File: config.mk
export PLATFORM = sky130hd
export DESIGN_NAME = synth_voice_allocator
export DESIGN_NICKNAME = d
export VERILOG_FILES = /design/src/rtl/synth_voice_allocator.sv
export SDC_FILE = /design/constraint.sdc
export NUM_CORES = 1
export LEC_CHECK = 0
export ABC_CLOCK_PERIOD_IN_PS = 13600
export CAP_MARGIN = 40
export CORE_ASPECT_RATIO = 1.75
export CORE_UTILIZATION = 57
export DETAILED_ROUTE_END_ITERATION = 8
export HOLD_SLACK_MARGIN = 0.08
export PLACE_DENSITY_LB_ADDON = 0.25
export SYNTH_ARGS = -nofsm -noshare
export SYNTH_HDL_FRONTEND = slang
export SYNTH_SLANG_ARGS = --single-unit
File: constraint.sdc
create_clock -name clk -period 13.6 [get_ports clk]
set_clock_uncertainty 0.2 [all_clocks]
set_input_delay 2.04 -clock clk [delete_from_list [all_inputs] [get_ports clk]]
set_output_delay 2.04 -clock clk [all_outputs]
set_load 0.005 [all_outputs]
File: src/rtl/synth_voice_allocator.sv
`default_nettype none
// ============================================================================
// Module   : synth_voice_allocator
// Purpose  : Sequential-scan voice allocator. Maps note-on/note-off events
//            onto NUM_VOICES oscillator channels, one voice inspected per
//            clock. Drives per-voice gate/note and a registered gate count.
// Options  : SYNTH_ALLOC_STEAL_EN - when defined, a note-on with every voice
//            gated steals the oldest voice; otherwise the note-on is dropped.
// Revision : 1.0 - initial release
// ============================================================================
module synth_voice_allocator #(
  parameter int NUM_VOICES = 12,
  parameter int NOTE_BITS  = 7,
  parameter int AGE_BITS   = 8
) (
  input  logic                             clk,
  input  logic                             resetn,
  input  logic                             ev_valid,
  output logic                             ev_ready,
  input  logic                             ev_note_on,
  input  logic [NOTE_BITS-1:0]             ev_note,
  output logic [NUM_VOICES-1:0]            voice_gate,
  output logic [NUM_VOICES*NOTE_BITS-1:0]  voice_note,
  output logic [$clog2(NUM_VOICES+1)-1:0]  active_count,
  output logic                             steal_pulse,
  output logic                             drop_pulse
);

  localparam int IDX_W = (NUM_VOICES > 1) ? $clog2(NUM_VOICES) : 1;
  localparam int CNT_W = $clog2(NUM_VOICES+1);
  localparam logic [IDX_W-1:0] C_LAST_IDX = IDX_W'(NUM_VOICES-1);

  typedef enum logic [1:0] {
    ST_IDLE   = 2'd0,
    ST_SCAN   = 2'd1,
    ST_COMMIT = 2'd2
  } state_t;

  state_t                 r_state;
  logic                   r_ready;
  logic                   r_on;
  logic [NOTE_BITS-1:0]   r_note;
  logic [IDX_W-1:0]       r_idx;
  logic                   r_match_vld;
  logic [IDX_W-1:0]       r_match_idx;
  logic                   r_free_vld;
  logic [IDX_W-1:0]       r_free_idx;
  logic                   r_old_vld;
  logic [IDX_W-1:0]       r_old_idx;
  logic [AGE_BITS-1:0]    r_old_age;

  logic [NUM_VOICES-1:0]  r_gate;
  logic [NOTE_BITS-1:0]   r_vnote [NUM_VOICES];
  logic [AGE_BITS-1:0]    r_age   [NUM_VOICES];
  logic [CNT_W-1:0]       r_count;
  logic                   r_steal;
  logic                   r_drop;

  // Voice under inspection this cycle
  logic                   w_cur_gate;
  logic [NOTE_BITS-1:0]   w_cur_note;
  logic [AGE_BITS-1:0]    w_cur_age;

  // Commit decision
  logic [NUM_VOICES-1:0]  w_gate_nxt;
  logic [CNT_W-1:0]       w_cnt_nxt;
  logic [IDX_W-1:0]       w_tgt_idx;
  logic                   w_wr_on;
  logic                   w_wr_off;
  logic                   w_steal_nxt;
  logic                   w_drop_nxt;

  assign w_cur_gate = r_gate[r_idx];
  assign w_cur_note = r_vnote[r_idx];
  assign w_cur_age  = r_age[r_idx];

  // Resolve the target voice and next gate vector from the scan candidates
  always_comb begin
    w_gate_nxt  = r_gate;
    w_tgt_idx   = '0;
    w_wr_on     = 1'b0;
    w_wr_off    = 1'b0;
    w_steal_nxt = 1'b0;
    w_drop_nxt  = 1'b0;
    w_cnt_nxt   = '0;
    if (r_on) begin
      if (r_match_vld) begin
        w_tgt_idx = r_match_idx;
        w_wr_on   = 1'b1;
      end else if (r_free_vld) begin
        w_tgt_idx = r_free_idx;
        w_wr_on   = 1'b1;
      end else begin
`ifdef SYNTH_ALLOC_STEAL_EN
        w_tgt_idx   = r_old_idx;
        w_wr_on     = 1'b1;
        w_steal_nxt = 1'b1;
`else
        w_drop_nxt  = 1'b1;
`endif
      end
    end else if (r_match_vld) begin
      w_tgt_idx = r_match_idx;
      w_wr_off  = 1'b1;
    end
    if (w_wr_on) begin
      w_gate_nxt[w_tgt_idx] = 1'b1;
    end
    if (w_wr_off) begin
      w_gate_nxt[w_tgt_idx] = 1'b0;
    end
    for (int v = 0; v < NUM_VOICES; v++) begin
      w_cnt_nxt = w_cnt_nxt + CNT_W'(w_gate_nxt[v]);
    end
  end

  // Control FSM: accept, scan one voice per cycle, commit, with candidate tracking
  always_ff @(posedge clk or negedge resetn) begin
    if (!resetn) begin
      r_state     <= ST_IDLE;
      r_ready     <= 1'b1;
      r_on        <= 1'b0;
      r_note      <= '0;
      r_idx       <= '0;
      r_match_vld <= 1'b0;
      r_match_idx <= '0;
      r_free_vld  <= 1'b0;
      r_free_idx  <= '0;
      r_old_vld   <= 1'b0;
      r_old_idx   <= '0;
      r_old_age   <= '0;
    end else begin
      case (r_state)
        ST_IDLE: begin
          if (ev_valid && r_ready) begin
            r_on        <= ev_note_on;
            r_note      <= ev_note;
            r_idx       <= '0;
            r_match_vld <= 1'b0;
            r_match_idx <= '0;
            r_free_vld  <= 1'b0;
            r_free_idx  <= '0;
            r_old_vld   <= 1'b0;
            r_old_idx   <= '0;
            r_old_age   <= '0;
            r_ready     <= 1'b0;
            r_state     <= ST_SCAN;
          end
        end
        ST_SCAN: begin
          if (w_cur_gate && (w_cur_note == r_note) && !r_match_vld) begin
            r_match_vld <= 1'b1;
            r_match_idx <= r_idx;
          end
          if (!w_cur_gate && !r_free_vld) begin
            r_free_vld <= 1'b1;
            r_free_idx <= r_idx;
          end
          // Strict compare keeps the lower index on equal ages
          if (w_cur_gate && (!r_old_vld || (w_cur_age > r_old_age))) begin
            r_old_vld <= 1'b1;
            r_old_idx <= r_idx;
            r_old_age <= w_cur_age;
          end
          if (r_idx == C_LAST_IDX) begin
            r_state <= ST_COMMIT;
          end else begin
            r_idx <= r_idx + 1'b1;
          end
        end
        ST_COMMIT: begin
          r_ready <= 1'b1;
          r_state <= ST_IDLE;
        end
        default: begin
          r_ready <= 1'b1;
          r_state <= ST_IDLE;
        end
      endcase
    end
  end

  // Voice state, gate count and event pulses, updated only on the commit edge
  always_ff @(posedge clk or negedge resetn) begin
    if (!resetn) begin
      r_gate  <= '0;
      r_count <= '0;
      r_steal <= 1'b0;
      r_drop  <= 1'b0;
      for (int v = 0; v < NUM_VOICES; v++) begin
        r_vnote[v] <= '0;
        r_age[v]   <= '0;
      end
    end else begin
      r_steal <= 1'b0;
      r_drop  <= 1'b0;
      if (r_state == ST_COMMIT) begin
        r_gate  <= w_gate_nxt;
        r_count <= w_cnt_nxt;
        r_steal <= w_steal_nxt;
        r_drop  <= w_drop_nxt;
        for (int v = 0; v < NUM_VOICES; v++) begin
          if (w_wr_on) begin
            if (IDX_W'(v) == w_tgt_idx) begin
              r_vnote[v] <= r_note;
              r_age[v]   <= '0;
            end else if (r_gate[v] && (r_age[v] != {AGE_BITS{1'b1}})) begin
              r_age[v] <= r_age[v] + 1'b1;
            end
          end else if (w_wr_off && (IDX_W'(v) == w_tgt_idx)) begin
            // Released voices rest at age 0; the note value is held
            r_age[v] <= '0;
          end
        end
      end
    end
  end

  assign ev_ready     = r_ready;
  assign voice_gate   = r_gate;
  assign active_count = r_count;
  assign steal_pulse  = r_steal;
  assign drop_pulse   = r_drop;

  generate
    for (genvar g = 0; g < NUM_VOICES; g++) begin : g_pack
      assign voice_note[g*NOTE_BITS +: NOTE_BITS] = r_vnote[g];
    end
  endgenerate

endmodule
`default_nettype wire

==> Yosys cells after proc, flatten, opt, wreduce, memory -nomap -nowiden <==
Index checks and enable logic that the tools add are counted.
{ "classes": {"n_lt_le_gt_ge": 4, "n_bitwise": 5, "n_shift": 0, "eq_ne": 20, "n_mul": 0, "n_mux": 38, "div_mod_pow": 0, "addsub": 12, "reduce_logical": 29} }
{ "ops": {"columns": ["op", "count"], "rows": [
  ["AND reduction 3 bit", 15],
  ["adder 4 x 1 -> 4 bit", 8],
  ["2-to-1 mux 4 bit", 8],
  ["binary-select mux 7 bit (select 4 bit)", 1],
  ["2-to-1 mux 12 bit", 2],
  ["case mux 4 bit (2 select lines)", 3],
  ["equality test 3 x 4 -> 1 bit (first input constant)", 4],
  ["equality test 4 bit (first input constant)", 4],
  ["2-to-1 mux 1 bit", 14],
  ["2-to-1 mux 7 bit", 2],
  ["AND 12 bit", 1],
  ["inverter 12 bit", 1],
  ["OR 12 bit", 1],
  ["< comparator 4 x 5 -> 1 bit (second input constant)", 2],
  ["!= test 2 bit (second input constant)", 5],
  ["equality test 2 x 4 -> 1 bit (first input constant)", 2],
  ["equality test 7 bit", 1],
  ["case mux 1 bit (2 select lines)", 3],
  ["AND reduction 2 bit", 3],
  ["greater-or-equal comparator 5 bit (second input constant)", 1],
  ["logical AND 1 bit", 5],
  ["inverter 4 -> 5 bit", 1],
  ["adder 3 x 1 -> 4 bit", 1],
  ["adder 4 x 1 -> 4 bit (second input constant)", 1],
  ["other kinds (16)", 19]
]} }
{ "totals": {"mem_count": 0, "rom_bits": 0, "input_bits": 11, "latch_bits": 0, "ram_bits": 0, "register_bits": 126} }

==> Depth between registers and ports, before layout <==
{ "logic_depth": {"depth_word": 22, "depth_mapped": 20, "mapped_depth_nobuf": 19} }

==> Worst setup path before layout <==
OpenSTA, ideal clock, no wires.
{ "synth_timing": {"path_type": "reg-to-reg", "from": "register r_match_vld", "to": "register r_count[2], in the netlist active_count[2]", "t_required_ps": 13317, "setup_time_ps": 83, "path_buffers": 1, "period_less_slack_ps": 4558, "path_stages_with_launch": 18, "t_arrival_ps": 4275, "slack_ps": 9042, "cell_sequence": "dfrtp_1 > clkbuf_1 > o21ai_0 > nor2_1 > nand2_1 > a21oi_1 > fa_1 > fa_1 > inv_1 > fa_1 > inv_1 > fa_1 > inv_1 > ha_1 > inv_1 > fa_1 > xor2_1 > o21ai_0"} }
{ "synth_between": {"elab_chain_cells": 21, "word_cells_on_any_way": 28, "classes_between": "add/sub (11); order compare (2); mux (11); bitwise (3); reduce/logical (1)"} }
{ "synth_rtl": {"columns": ["element", "line_no", "text"], "rows": [
  ["from (decl)", "44", "logic r_match_vld;"],
  ["from (signal assigned)", "125", "r_match_vld <= 1'b0;"],
  ["from (signal assigned)", "139", "r_match_vld <= 1'b0;"],
  ["from (signal assigned)", "152", "r_match_vld <= 1'b1;"],
  ["2-to-1 mux 4 bit, on equally long branches", "102, 87", null],
  ["2-to-1 mux 4 bit", "86", "if (r_on) begin"],
  ["< comparator 4 x 5 -> 1 bit (implied by the code) or greater-or-equal comparator 4 x 1 -> 1 bit (tied branches)", "107, 110", null],
  ["logical AND 1 bit (implied by the code)", "107, 110", null],
  ["2-to-1 mux 1 bit (implied by the code)", "107, 110", null],
  ["demux 1 bit (select 4 bit)", "107, 110", null],
  ["OR 12 bit (no line)", null, null],
  ["2-to-1 mux 12 bit", "106", "if (w_wr_on) begin"],
  ["AND 12 bit (no line)", null, null],
  ["2-to-1 mux 12 bit (*)", "109", "if (w_wr_off) begin"],
  ["adder 1 x 1 -> 2 bit", "113", "w_cnt_nxt = w_cnt_nxt + CNT_W'(w_gate_nxt[v]);"],
  ["adder 2 x 1 -> 3 bit", "113", null],
  ["adder 3 x 1 -> 4 bit", "113", null],
  ["adder 4 x 1 -> 4 bit (7 in a row)", "113", null],
  ["adder 4 x 1 -> 4 bit (*)", "113", null],
  ["to (signal assigned)", "199", "r_count <= w_cnt_nxt;"],
  ["to (decl)", "55", "logic [CNT_W-1:0] r_count;"]
]} }
Every way passes the cells marked *; elsewhere a longest branch is shown, timed or not.
A chain may end at the register's enable or synchronous reset.

==> Worst setup path after layout <==
{ "layout_timing": {"from": "register r_match_vld", "to": "register r_count[2], in the netlist active_count[2]"} }
{ "layout_between": {"word_cells_on_any_way": 28, "classes_between": "add/sub (11); order compare (2); mux (11); bitwise (3); reduce/logical (1)"} }
{ "layout_lines": {"columns": ["element", "line_no", "text"], "rows": [
  ["2-to-1 mux 4 bit, on equally long branches", "102, 87", null],
  ["2-to-1 mux 4 bit", "86", null],
  ["< comparator 4 x 5 -> 1 bit (implied by the code) or greater-or-equal comparator 4 x 1 -> 1 bit (tied branches)", "107, 110", null],
  ["logical AND 1 bit (implied by the code)", "107, 110", null],
  ["2-to-1 mux 1 bit (implied by the code)", "107, 110", null],
  ["demux 1 bit (select 4 bit)", "107, 110", null],
  ["OR 12 bit (no line)", null, null],
  ["2-to-1 mux 12 bit", "106", null],
  ["AND 12 bit (no line)", null, null],
  ["2-to-1 mux 12 bit (*)", "109", null],
  ["net w_gate_nxt[9]", "65", "logic [NUM_VOICES-1:0] w_gate_nxt;"],
  ["adder 4 x 1 -> 4 bit (*) (3 in a row)", "113", null]
]} }
The timed path passes the listed nets; every way through them passes the cells marked *.

==> results_dict.tcl <==
set metrics [dict create \
    total_power_uw 1270 \
    p_comb_share_pct 22.3 \
    p_clk_share_pct 36.9 \
    synthCells 546 \
    synth.ff_latch_count 126 \
    synth_ff_type "dfrtp_1" \
    tightest_slew_ns 0.924 \
    crit_type "reg -> reg" \
    path_max_fanout 14 \
    critPathSlowestCell "dfrtp_1" \
    synth.most_common_cell "dfrtp_1" \
    cpMostUsedCell "inv_1" \
    pre_cts_slack_ns 8.60 \
    maxSlewViolCount 0 \
    leakage_uw 0.00378 \
    antenna_left 0 \
    grt_pass1_wl_um 29600 \
    place_area_um2 7650 \
    dp_hpwl_um 13500 \
    final-hold-violation-count 0 \
    root_buffer "clkbuf_16" \
    core_um2 11100 \
    synth-edff-count 0 \
    synth_nets 569 \
    synth-seq-area-share_pct 48.8 \
    cpPeakStageDelay_ns 0.57 \
    slew_headroom_pct 38.1 \
    status "completed" \
    synth.top_cell.area_share_pct 48.4 \
    fin_tns_setup_ns 0 \
    ios 114 \
    grt_max_degree 70 \
    critPathRequiredTime_ns 13.66 \
    h-tree-depth 4 \
    crit_path_end_kind "flip-flop" \
    cts_resized 0 \
    clock_latency_ns 0.42 \
    cts_setup_buffers 0 \
    die_w_um 82.5 \
    switching_share_pct 34.8 \
    initial_utilization_pct 58.2 \
    clk_path_buf_depth 2 \
    fin_crit_sh_pct 37.0 \
    stdcell_area_um2 8270 \
    cap_violations 0 \
    antenna_found_initial 0 \
    vias_per_cell 6.34 \
    cts_tree "yes" \
    overflow 0 \
    p_int_uw 830 \
    diodes 0 \
    vias 5062 \
    clock_sinks 126 \
    synthAdderAreaFrac_pct 3.14 \
    std_cell_rows 51 \
    yosysWarnings 0 \
    multi_input_area_um2 3070 \
    synth_common_cells "125 x dfrtp_1, 79 x mux2_2, 71 x nand2_1" \
    clk_pin_slew_ns 0.06 \
    yosysTopAreaCell "dfrtp_1" \
    async_flop_share_pct 100 \
    rrSetupSlack_ns 8.56 \
    cts_buffers 17 \
    postLayoutCoreUtil_pct 74.5 \
    wl_per_cell_um 24.0 \
    seq_power_share_pct 40.8 \
    synth_xor_area_share_pct 0.407 \
    portBuffers 112 \
    drtIter0Drc 391 \
    synth.distinct_cells 57 \
    vdd_drop_max_uv 136 \
    power_density_nw_per_um2 154 \
    fin_ws_ns 8.56 \
    rr_worst_depth 19 \
    arrival_ns 5.10 \
    hold_start "active_count[0]" \
    rsz0062_at_grt "false" \
    fillCellCount 746 \
    startpoint_type "flip-flop" \
    fmax_ghz 0.198 \
    syn2layout_area_growth_pct 28.0 \
    synth_mux_area_share_pct 24.6 \
    first_global_vias 5425 \
    hold_class "reg -> reg" \
    avgSynthCellArea_um2 11.8 \
    setup_viol 0 \
    hold-path-cell-count 2 \
    synth_compound_area_share_pct 8.72 \
    wl_um 19100 \
    drc 0 \
    yosys-top-cells-area "dfrtp_1 48%, mux2_2 14%, mux4_1 5.3%" \
    r2r_start "r_match_vld" \
    rr_endpoint "active_count[2]" \
    cts_hold_buf 0 \
    die_area_um2 11800 \
    fin_crit_ns 5.04 \
    hold_path_end "active_count[0]" \
    regArea_um2 3150 \
    path_cells "inv_1 > nor3b_1 > a41o_1 > and2_1 > a21oi_1 > a21oi_1 > fa_1 > inv_1 > fa_1 > inv_1 > fa_1 > inv_1 > fa_1 > inv_1 > ha_1 > inv_1 > fa_1 > xor2_1 > o21ai_0" \
    dieHeight_um 143 \
    synth_top_family_by_area "multiplexers" \
    p_sw_uw 442 \
    place.gp.congestion 0.935 \
    drive_gt1_share_pct 20.3 \
    grtUsageTotal_pct 35.6 \
    netlist_area_um2 6460 \
    drtPass1Iterations 5 \
    fin_nets 676 \
    yosys.area_share.simple_pct 10.6 \
]
power groups by stage:
| stage | logic [µW] | clock network [µW] | registers (µW) |
|---|---|---|---|
| detailed placement | 278 | 0 | 519 |
| finish | 283 | 469 | 519 |
| global placement | 272 | 0 | 517 |
| CTS | 283 | 473 | 514 |
| floorplan | 265 | 0 | 438 |
| global route | 312 | 490 | 525 |
layout by cell type, fill, tap and decap left out, types with 4 or more instances in the layout:
cell type	count
o21ai_0	23
inv_1	21
mux4_1	13
nor3b_1	4
fa_1	7
mux2_2	79
and2_1	4
nand3_1	14
buf_4	10
mux4_2	11
nor2b_1	6
nor2_1	29
clkbuf_16	17
ha_1	5
clkdlybuf4s50_1	111
mux2i_1	11
clkinv_4	4
nor3_1	7
dfrtp_1	125
a21oi_1	24
o22a_1	6
nand2_1	71
a21o_1	6
metal layers:
metal | vias to the layer above | GRT usage, % | wire [µm]
li1 | 2184 | - | -
met1 | 2550 | 39.4 | 6800
met2 | 241 | 60.1 | 10300
met3 | 87 | 6.20 | 952
met4 | 0 | 24.7 | 1100
met5 | - | 0 | 0
critical path: cells and delay by family, from the launching register on:
family	cells	cell delay [ns]
XOR/XNOR	1	0.18
AO/OA/AOI/OAI	4	0.62
AND/OR/NAND/NOR	2	0.60
adder cells (fa/ha/maj)	6	2.20
buffers and inverters	6	0.53
flip-flops	1	0.57
worst max path at each step:
stage / startpoint / cells past startpoint / endpoint / slack, ns
after floorplan: r_match_vld / 17 / active_count[2] / 9.04
after global placement: r_match_vld / 16 / active_count[1] / 8.73
after detailed placement: r_match_vld / 17 / active_count[2] / 8.60
after CTS: r_match_vld / 17 / active_count[2] / 8.59
after global routing: r_on / 17 / active_count[2] / 8.23
final: r_match_vld / 19 / active_count[2] / 8.56
flip-flops by register name, summed over array words and instances, names as in the netlist, 2 cells and up:
name and count:
r_free_idx 4, r_idx 4, r_match_idx 4, r_state 2, active_count 4, voice_note 84, r_note 7, voice_gate 12
through the flow:
| stage | std cells | hold slack, ns |
|---|---|---|
| 3_3_place_gp | 760 | 0.260 |
| 6_report | 798 | 0.283 |
| 5_1_grt | 798 | 0.318 |
| 4_1_cts | 798 | 0.288 |
| 2_1_floorplan | 546 | 0.270 |
| 3_5_place_dp | 766 | 0.275 |
area by class of cell:
cell class	instances	area share (%)
Multi-Input combinational cell	366	37.1
Inverter	21	0.953
Clock inverter	12	1.94
Sequential cell	126	38.1
Clock buffer	20	5.52
Timing Repair Buffer	121	14.3
Tap cell	132	2.00
logic make-up (layout without fill, tap and decap cells):
| group | count (synthesis) | after routing |
|---|---|---|
| and+or+nand+nor | 150 | 150 |
| DFF | 126 | 126 |
| muxes | 114 | 114 |
| AOI/OAI and AO/OA | 86 | 86 |
| buffers and inverters | 54 | 174 |
| adders and majority gates | 12 | 12 |
| xor gates and xnor gates | 3 | 3 |
| other | 1 | 1 |
No activity file was read; power rests on OpenSTA's default activity.
